--- src/rtl/peripheral_gpio_debounce.sv ---
// rtl/peripheral_gpio_debounce.sv - pad synchroniser and per-bit debouncer ahead of the GPIO peripheral
module peripheral_gpio_debounce #(
  parameter int PDATA_SIZE  = 8,
  parameter int SYNC_STAGES = 2,
  parameter int CNT_WIDTH   = 8
) (
  input  logic                  PCLK,
  input  logic                  PRESET,
  input  logic                  enable,
  input  logic [CNT_WIDTH-1:0]  debounce_limit,
  input  logic [PDATA_SIZE-1:0] pad_i,
  output logic [PDATA_SIZE-1:0] gpio_i,
  output logic [PDATA_SIZE-1:0] rise_o,
  output logic [PDATA_SIZE-1:0] fall_o,
  output logic                  event_o
);

  logic [SYNC_STAGES-1:0][PDATA_SIZE-1:0] sync_q;
  logic [PDATA_SIZE-1:0][CNT_WIDTH-1:0]   cnt_q, cnt_d;
  logic [PDATA_SIZE-1:0]                  gpio_q, gpio_d;
  logic [PDATA_SIZE-1:0]                  rise_q, rise_d;
  logic [PDATA_SIZE-1:0]                  fall_q, fall_d;
  logic                                   event_q, event_d;
  logic [PDATA_SIZE-1:0]                  sync_s;

  assign sync_s = sync_q[SYNC_STAGES-1];

  // ">=" lets a lowered limit take effect immediately instead of wrapping the count
  always_comb begin
    cnt_d  = '0;
    gpio_d = gpio_q;
    rise_d = '0;
    fall_d = '0;
    if (enable) begin
      for (int b = 0; b < PDATA_SIZE; b++) begin
        if (sync_s[b] == gpio_q[b]) begin
          cnt_d[b] = '0;
        end else if (cnt_q[b] >= debounce_limit) begin
          gpio_d[b] = sync_s[b];
          rise_d[b] = sync_s[b];
          fall_d[b] = ~sync_s[b];
          cnt_d[b]  = '0;
        end else begin
          cnt_d[b] = cnt_q[b] + CNT_WIDTH'(1);
        end
      end
    end
    event_d = |(rise_d | fall_d);
  end

  always_ff @(posedge PCLK or posedge PRESET) begin
    if (PRESET) begin
      sync_q  <= '0;
      cnt_q   <= '0;
      gpio_q  <= '0;
      rise_q  <= '0;
      fall_q  <= '0;
      event_q <= 1'b0;
    end else begin
      sync_q  <= {sync_q[SYNC_STAGES-2:0], pad_i};
      cnt_q   <= cnt_d;
      gpio_q  <= gpio_d;
      rise_q  <= rise_d;
      fall_q  <= fall_d;
      event_q <= event_d;
    end
  end

  assign gpio_i  = gpio_q;
  assign rise_o  = rise_q;
  assign fall_o  = fall_q;
  assign event_o = event_q;

endmodule

--- config.mk ---
export PLATFORM = sky130hd
export DESIGN_NAME = peripheral_gpio_debounce
export DESIGN_NICKNAME = d
export VERILOG_FILES = /design/src/rtl/peripheral_gpio_debounce.sv
export SDC_FILE = /design/constraint.sdc
export NUM_CORES = 1
export LEC_CHECK = 0
export CAP_MARGIN = 20
export CORE_MARGIN = 4
export CORE_UTILIZATION = 50
export CTS_CLUSTER_SIZE = 20
export DETAILED_ROUTE_END_ITERATION = 10
export PLACE_DENSITY = 0.7
export SLEW_MARGIN = 20
export SYNTH_ARGS = -nofsm -noshare
export SYNTH_HDL_FRONTEND = slang
export SYNTH_SLANG_ARGS = --single-unit
--- constraint.sdc ---
create_clock -name PCLK -period 7.9 [get_ports PCLK]
set_clock_uncertainty 0.15 [all_clocks]
set_input_delay 1.185 -clock PCLK [delete_from_list [all_inputs] [get_ports PCLK]]
set_output_delay 1.185 -clock PCLK [all_outputs]
set_load 0.005 [all_outputs]
==> flow_summary.toml <==
[die]
start_util = 0.513
rows = 38
die_y_um = 114
die_w_um = 114
dieArea_um2 = 12900
core_um2 = 10900
ioPinCount = 44

[placement]
dp_hpwl_mm = 8.38
pre_cts_ws_ns = 3.81
port_buffers = 43
place_congestion = 0.809
dp_cells = 694

[synth]
ys_types = 37
syn_nets = 606
synth-edff-count = 0
netlist_area_um2 = 5580
synth.avg_cell_area_um2 = 10.8
synth_cells = 515
synth_area_leaders = "dfrtp_1 (47%), ha_1 (16%), xor2_1 (6.6%)"
async_reset_ff_frac = 1.00
synth-seq-cells = 105
ys_warn_count = 0
ys_seq_area_frac = 0.471
synth_ff_type = "dfrtp_1"
yosysTopAreaCell = "dfrtp_1"
synth_top_area_frac = 0.471

[timing]
relSlewSlack = 0.466
layout_setup_ws_ns = 4.20
fmax_mhz = 270
finalCritPeriodShare = 0.468
post-route-min-period_ns = 3.70
rsz0062_at_grt = "no"
drv_slew = 0
setup_tns_ns = 0
finalSetupViolations = 0
hold_violations = 0
worst_pin_slew_ns = 0.801

[drt]
remaining_drc_errors = 0
vias_per_cell = 5.43
final_antenna_net_count = 0
vias = 3848
drt_wl_total_mm = 11.6
wl_per_cell_um = 16.4
drtIter0Drc = 181
dr.pass1.iters = 4

[global_route]
grt_pass1_vias = 3930
grt_use_total = 0.195
gr-usage-met2 = 0.326
met1_usage = 0.255
grt_antenna_before_repair = 0
busiest_layer = "met2"
grt_max_degree = 63
gr-usage-met3 = 0.0366
grt_pass1_wl_mm = 19.6
grt-ovfl-total = 0

[final_layout]
antenna_cells = 0
finalNetCount = 656
layout.area.seq_um2 = 2630
fillers = 957
drive_gt1_frac = 0.0721
area_delta_synth_final_pct = 13.8
finalNonFillerCells = 709
multiInputGateArea_um2 = 2820

[power_and_ir_drop]
p_leak_nw = 3.07
vdd_drop_max_uv = 115
power_mw = 0.972
power_density_nw_per_um2 = 153

[clock_tree]
cts-htree-levels = 3
clock_sinks = 105
clock_latency_ns = 0.39
path_clk_slew_ns = 0.10
post_cts_buffers = 0
clockRootBuffer = "clkbuf_8"
numCtsBuffers = 9
cts-resized-gates = 0
cts_buffer_depth = 2
holdBufCountCts = 0
cts_tree = "done"

[critical_path]
crit_arrival_ns = 3.82
setup.worst_path.start_class = "input port"
rr_endpoint = "event_o"
worstRegToRegCells = 7
worstPathRequired_ns = 8.02
r2r_slack_ns = 5.41
endpoint_kind = "flip-flop"
crit_fanout = 8
r2r_start = "cnt_q[8]"
crit_type = "in2reg"

[hold_path]
holdPathEnd = "sync_s[3]"
hp-start = "sync_q[3]"
holdPathStages = 0
hold_class = "reg2reg"

[flow_run]
maxCapViolCount = 0

[run_status]
status = "finished, final reports clean"
-- report_power, final --
part / internal, mW / total (mW) / switching, mW
registers: 0.547 / 0.558 / 0.0106
logic: 0.0383 / 0.0910 / 0.0527
clock network: 0.144 / 0.324 / 0.180
total: 0.729 / 0.972 / 0.243
-- worst max-delay path by stage --
stage	to	depth (start not counted)	start	slack, ns
final	event_o	7	debounce_limit[0]	4.20
after global routing	event_o	7	debounce_limit[0]	4.10
after CTS	event_o	7	debounce_limit[0]	4.20
after detailed placement	event_o	7	debounce_limit[0]	3.81
after global placement	event_o	7	debounce_limit[0]	3.96
after floorplan	cnt_q[0]	1	PRESET	3.80
-- metrics by stage --
step	hold WS [ns]	utilization	cell area, µm²
floorplan	0.181	-	5580
global placement	0.182	0.568	6180
detailed placement	0.186	0.568	6180
CTS	0.207	0.584	6360
global route	0.213	0.584	6360
finish	0.208	0.584	6360
-- Yosys cell counts (3+ instances only) --
cell type / number
o31ai_1: 3
xor2_1: 42
a211o_1: 3
and3_1: 12
and2_1: 8
a2111oi_2: 3
nor2_1: 77
nand2b_1: 5
o211ai_1: 3
clkbuf_1: 4
nor2b_1: 7
mux2_2: 8
nand2b_4: 3
ha_1: 72
a21oi_1: 11
or2_2: 6
o311a_2: 3
nand4_1: 9
xnor2_1: 14
nand3_1: 37
inv_1: 30
o21a_1: 11
dfrtp_1: 105
nor3_1: 4
nand2_1: 19
-- worst max-delay path: stages --
cell and delay (ns):
clkdlybuf4s50_1 0.80, ha_1 0.32, nand2b_1 0.15, a2111oi_0 0.48, o311a_2 0.26, o22ai_1 0.10
or4_1 0.51
-- cell type report --
class	instances	share of cell area
sequential	105	0.413
inverter	30	0.0181
clock buffer	11	0.0207
timing repair buffer	44	0.0689
tap	140	0.0276
multi-input combinational	375	0.444
clock inverter	4	0.00709
-- state kept, by name, summed over array words and instances (netlist names) --
register / count
cnt_q: 64
event_o: 1
fall_o: 8
gpio_i: 8
rise_o: 8
sync_q: 8
sync_s: 8
-- per-layer routing --
| metal | vias to the layer above | wire length (µm) | part of all wire |
|---|---|---|---|
| met5 | - | 0 | 0 |
| met2 | 56 | 5750 | 0.50 |
| met1 | 1903 | 5310 | 0.46 |
| li1 | 1875 | - | - |
| met3 | 14 | 356 | 0.031 |
| met4 | 0 | 178 | 0.015 |
-- logic make-up (layout without fill, tap and decap cells) --
family / after synthesis / count (layout) / share of synthesized area
muxes: 8 / 8 / 0.0161
DFF: 105 / 105 / 0.471
AOI/OAI and AO/OA: 50 / 50 / 0.0762
and+or+nand+nor: 189 / 189 / 0.164
buffers and inverters: 35 / 89 / 0.0237
xor gates and xnor gates: 56 / 56 / 0.0878
adders and majority gates: 72 / 72 / 0.161
-- layout by cell type, fill, tap and decap left out, types with 3 or more instances in the layout --
| cell | synthesis | routed |
|---|---|---|
| inv_1 | 30 | 29 |
| xnor2_1 | 14 | 14 |
| a21oi_1 | 11 | 11 |
| nor3_1 | 4 | 4 |
| o311a_2 | 3 | 3 |
| nand2b_4 | 3 | 3 |
| mux2_2 | 8 | 8 |
| o21a_1 | 11 | 11 |
| a2111oi_2 | 3 | 3 |
| o211ai_1 | 3 | 3 |
| ha_1 | 72 | 72 |
| nand3_1 | 37 | 37 |
| nand2_1 | 19 | 19 |
| nand4_1 | 9 | 9 |
| nor2b_1 | 7 | 7 |
| or2_2 | 6 | 6 |
| dfrtp_1 | 105 | 105 |
| and3_1 | 12 | 12 |
| clkbuf_8 | 0 | 9 |
| o31ai_1 | 3 | 3 |
| nand2b_1 | 5 | 5 |
| and2_1 | 8 | 8 |
| a211o_1 | 3 | 3 |
| nor2_1 | 77 | 77 |
| clkdlybuf4s50_1 | 0 | 43 |
| clkinv_2 | 0 | 3 |
| xor2_1 | 42 | 42 |
Power figures use the tool's default switching activity.
==> edit: new RTL, same settings <==
Remove the register `rise_q`: a continuous assignment takes its place, so the output `rise_o` follows one clock earlier.
--- a/src/rtl/peripheral_gpio_debounce.sv
+++ b/src/rtl/peripheral_gpio_debounce.sv
@@ -53,18 +53,18 @@
       sync_q  <= '0;
       cnt_q   <= '0;
       gpio_q  <= '0;
-      rise_q  <= '0;
       fall_q  <= '0;
       event_q <= 1'b0;
     end else begin
       sync_q  <= {sync_q[SYNC_STAGES-2:0], pad_i};
       cnt_q   <= cnt_d;
       gpio_q  <= gpio_d;
-      rise_q  <= rise_d;
       fall_q  <= fall_d;
       event_q <= event_d;
     end
   end
+
+  assign rise_q = rise_d;
 
   assign gpio_i  = gpio_q;
   assign rise_o  = rise_q;
Formal check against the unedited RTL: not equivalent (a bounded check fails within 4 cycles, from zero or initial values and one cycle with PRESET high).
==> edit against the original RTL <==
Area after synthesis decreased by 3.6%; worst setup slack worse by 1.4 ns; sequential cell count shrank 8; worst hold slack got worse by 0.0046 ns; routed wire length shrank 4.7%; final cell count shrank 1.6%; count of clock-buffer cells in the layout fell by 1; cell area down 2.9%; first-iteration DRC count decreased by 17%; synthesized cell count decreased by 1.6%; total power down 4.0%; sequential share of layout area is 2.0 points lower; highest routed layer unchanged.
==> edit: results (changes against the original RTL) <==
grt_pass1_wl_mm: 19.0  # -2.7%
tightestPinTransition_ns: 0.838  # +0.0367 ns
clk_path_buf_depth: 2  # unchanged
status: "complete, no violations"
htree_levels: 3  # unchanged
regMostFlops: "cnt_q"
netlist_top_cells_area: "dfrtp_1, ha_1, xor2_1, nor2_1, nand3_1"
synth_fp_nets: 598  # -1.3%
port_buffers: 43  # unchanged
largest_reg_flops: 64  # unchanged
drive_above_1_share_pct: 7.65  # +0.45 points
routedWlPerCell_um: 15.8  # -3.2%
dp_hpwl_mm: 8.08  # -3.5%
ir_drop_v: 0.000124  # +7.6%
first_global_vias: 3906  # -0.61%
gp_congestion: 0.822  # +1.6%
synth.top_cells.by_count: "dfrtp_1, nor2_1, ha_1"
fillers: 887  # -7.3%
finalNetCount: 648  # -1.2%
cts_resized: 0  # unchanged
clock_latency_ns: 0.37  # -0.02 ns
cpLargestDelayFamily: "buffers and inverters"
p_leak_nw: 2.96  # -3.6%
clkTransAtPathRegs_ns: 0.08  # -0.02 ns
drt_iter0_markers: 150  # -17%
worst_path_max_delay_cell: "clkdlybuf4s50_1"
detailed_place.area_mm2: 0.00597  # -3.3%
drt_wl_total_mm: 11.0  # -4.7%
gr-usage-all-layers_pct: 18.8  # -0.61 points
routed_via_density: 5.44  # +0.28%
root_buffer: "clkbuf_8"
synth_cell_types: 37  # unchanged
min_path_type: "reg2reg"
n_antenna_cell: 0  # unchanged
grt_max_degree: 66  # +4.8%
syn_avg_cell_area_um2: 10.6  # -2.1%
async_flop_share_pct: 100  # unchanged
dr.pass1.iters: 4  # unchanged
synth_top_area_share_pct: 45.1  # -2.0 points
pre_cts_ws_ns: 2.81  # -1.00 ns
seq_area_frac_synth_pct: 45.1  # -2.0 points
dp.cells: 682  # -1.7%
slowest_delay_ns: 0.79
synth_warnings: 0  # unchanged
cp_max_fo: 8  # unchanged
worstPathArrival_ns: 3.76  # -0.06 ns
drv_cap: 0  # unchanged
numCtsBuffers: 9  # unchanged
edit: cell types whose count changed after synthesis:
cell / delta
dfrtp_1: -8
edit: final timing paths:
| check | startpoint | endpoint | slack (ns) | depth (start not counted) |
|---|---|---|---|---|
| worst max-delay path | debounce_limit[0] | rise_o[7] | 2.80 | 8 |
| worst min-delay path | sync_q[2] | sync_s[2] | 0.20 | 0 |
| max in group asynchronous | PRESET | fall_o[1] | 5.41 | 3 |
| min in group asynchronous | PRESET | fall_o[3] | 1.00 | 2 |
| worst max register to register | cnt_q[40] | event_o | 5.40 | 7 |
| worst min register to register | sync_q[2] | sync_s[2] | 0.20 | 0 |
edit: cell families after synthesis:
logic type	after synthesis	share of synthesized area, %
adder cells (fa/ha/maj)	72	16.7
flip-flops	97	45.1
multiplexers	8	1.67
AO/OA/AOI/OAI	50	7.90
XOR/XNOR	56	9.11
buffers and inverters	35	2.46
AND/OR/NAND/NOR	189	17.0
edit: worst register-to-register path, delay by kind of cell, from the launching register on:
family / cells / cell delay [ns]
compound gates: 3 / 0.93
simple gates: 2 / 0.52
flops: 1 / 0.45
buf+inv: 1 / 0.07
fa+ha+maj: 1 / 0.26
edit: metal layers:
layer,track usage (%),up-vias,part of all wire (%)
li1,-,1854,-
met4,7.30,0,2.2
met2,30.6,55,48
met3,2.66,20,3.1
met5,0,-,0
met1,25.6,1870,47
edit: report_power, final:
group | internal, mW | total, mW | switching, mW
logic | 0.0384 | 0.0898 | 0.0514
clock network | 0.148 | 0.327 | 0.180
registers | 0.506 | 0.516 | 0.0103
edit: cell type report:
type | count | area [um2] | share of cell area (%)
clock buffers | 10 | 128 | 2.07
clock inverters | 6 | 67.6 | 1.10
inverters | 30 | 115 | 1.87
multi-input cells | 375 | 2820 | 45.8
flip-flops and latches | 97 | 2430 | 39.3
well taps | 136 | 170 | 2.76
repair buffers | 44 | 438 | 7.10
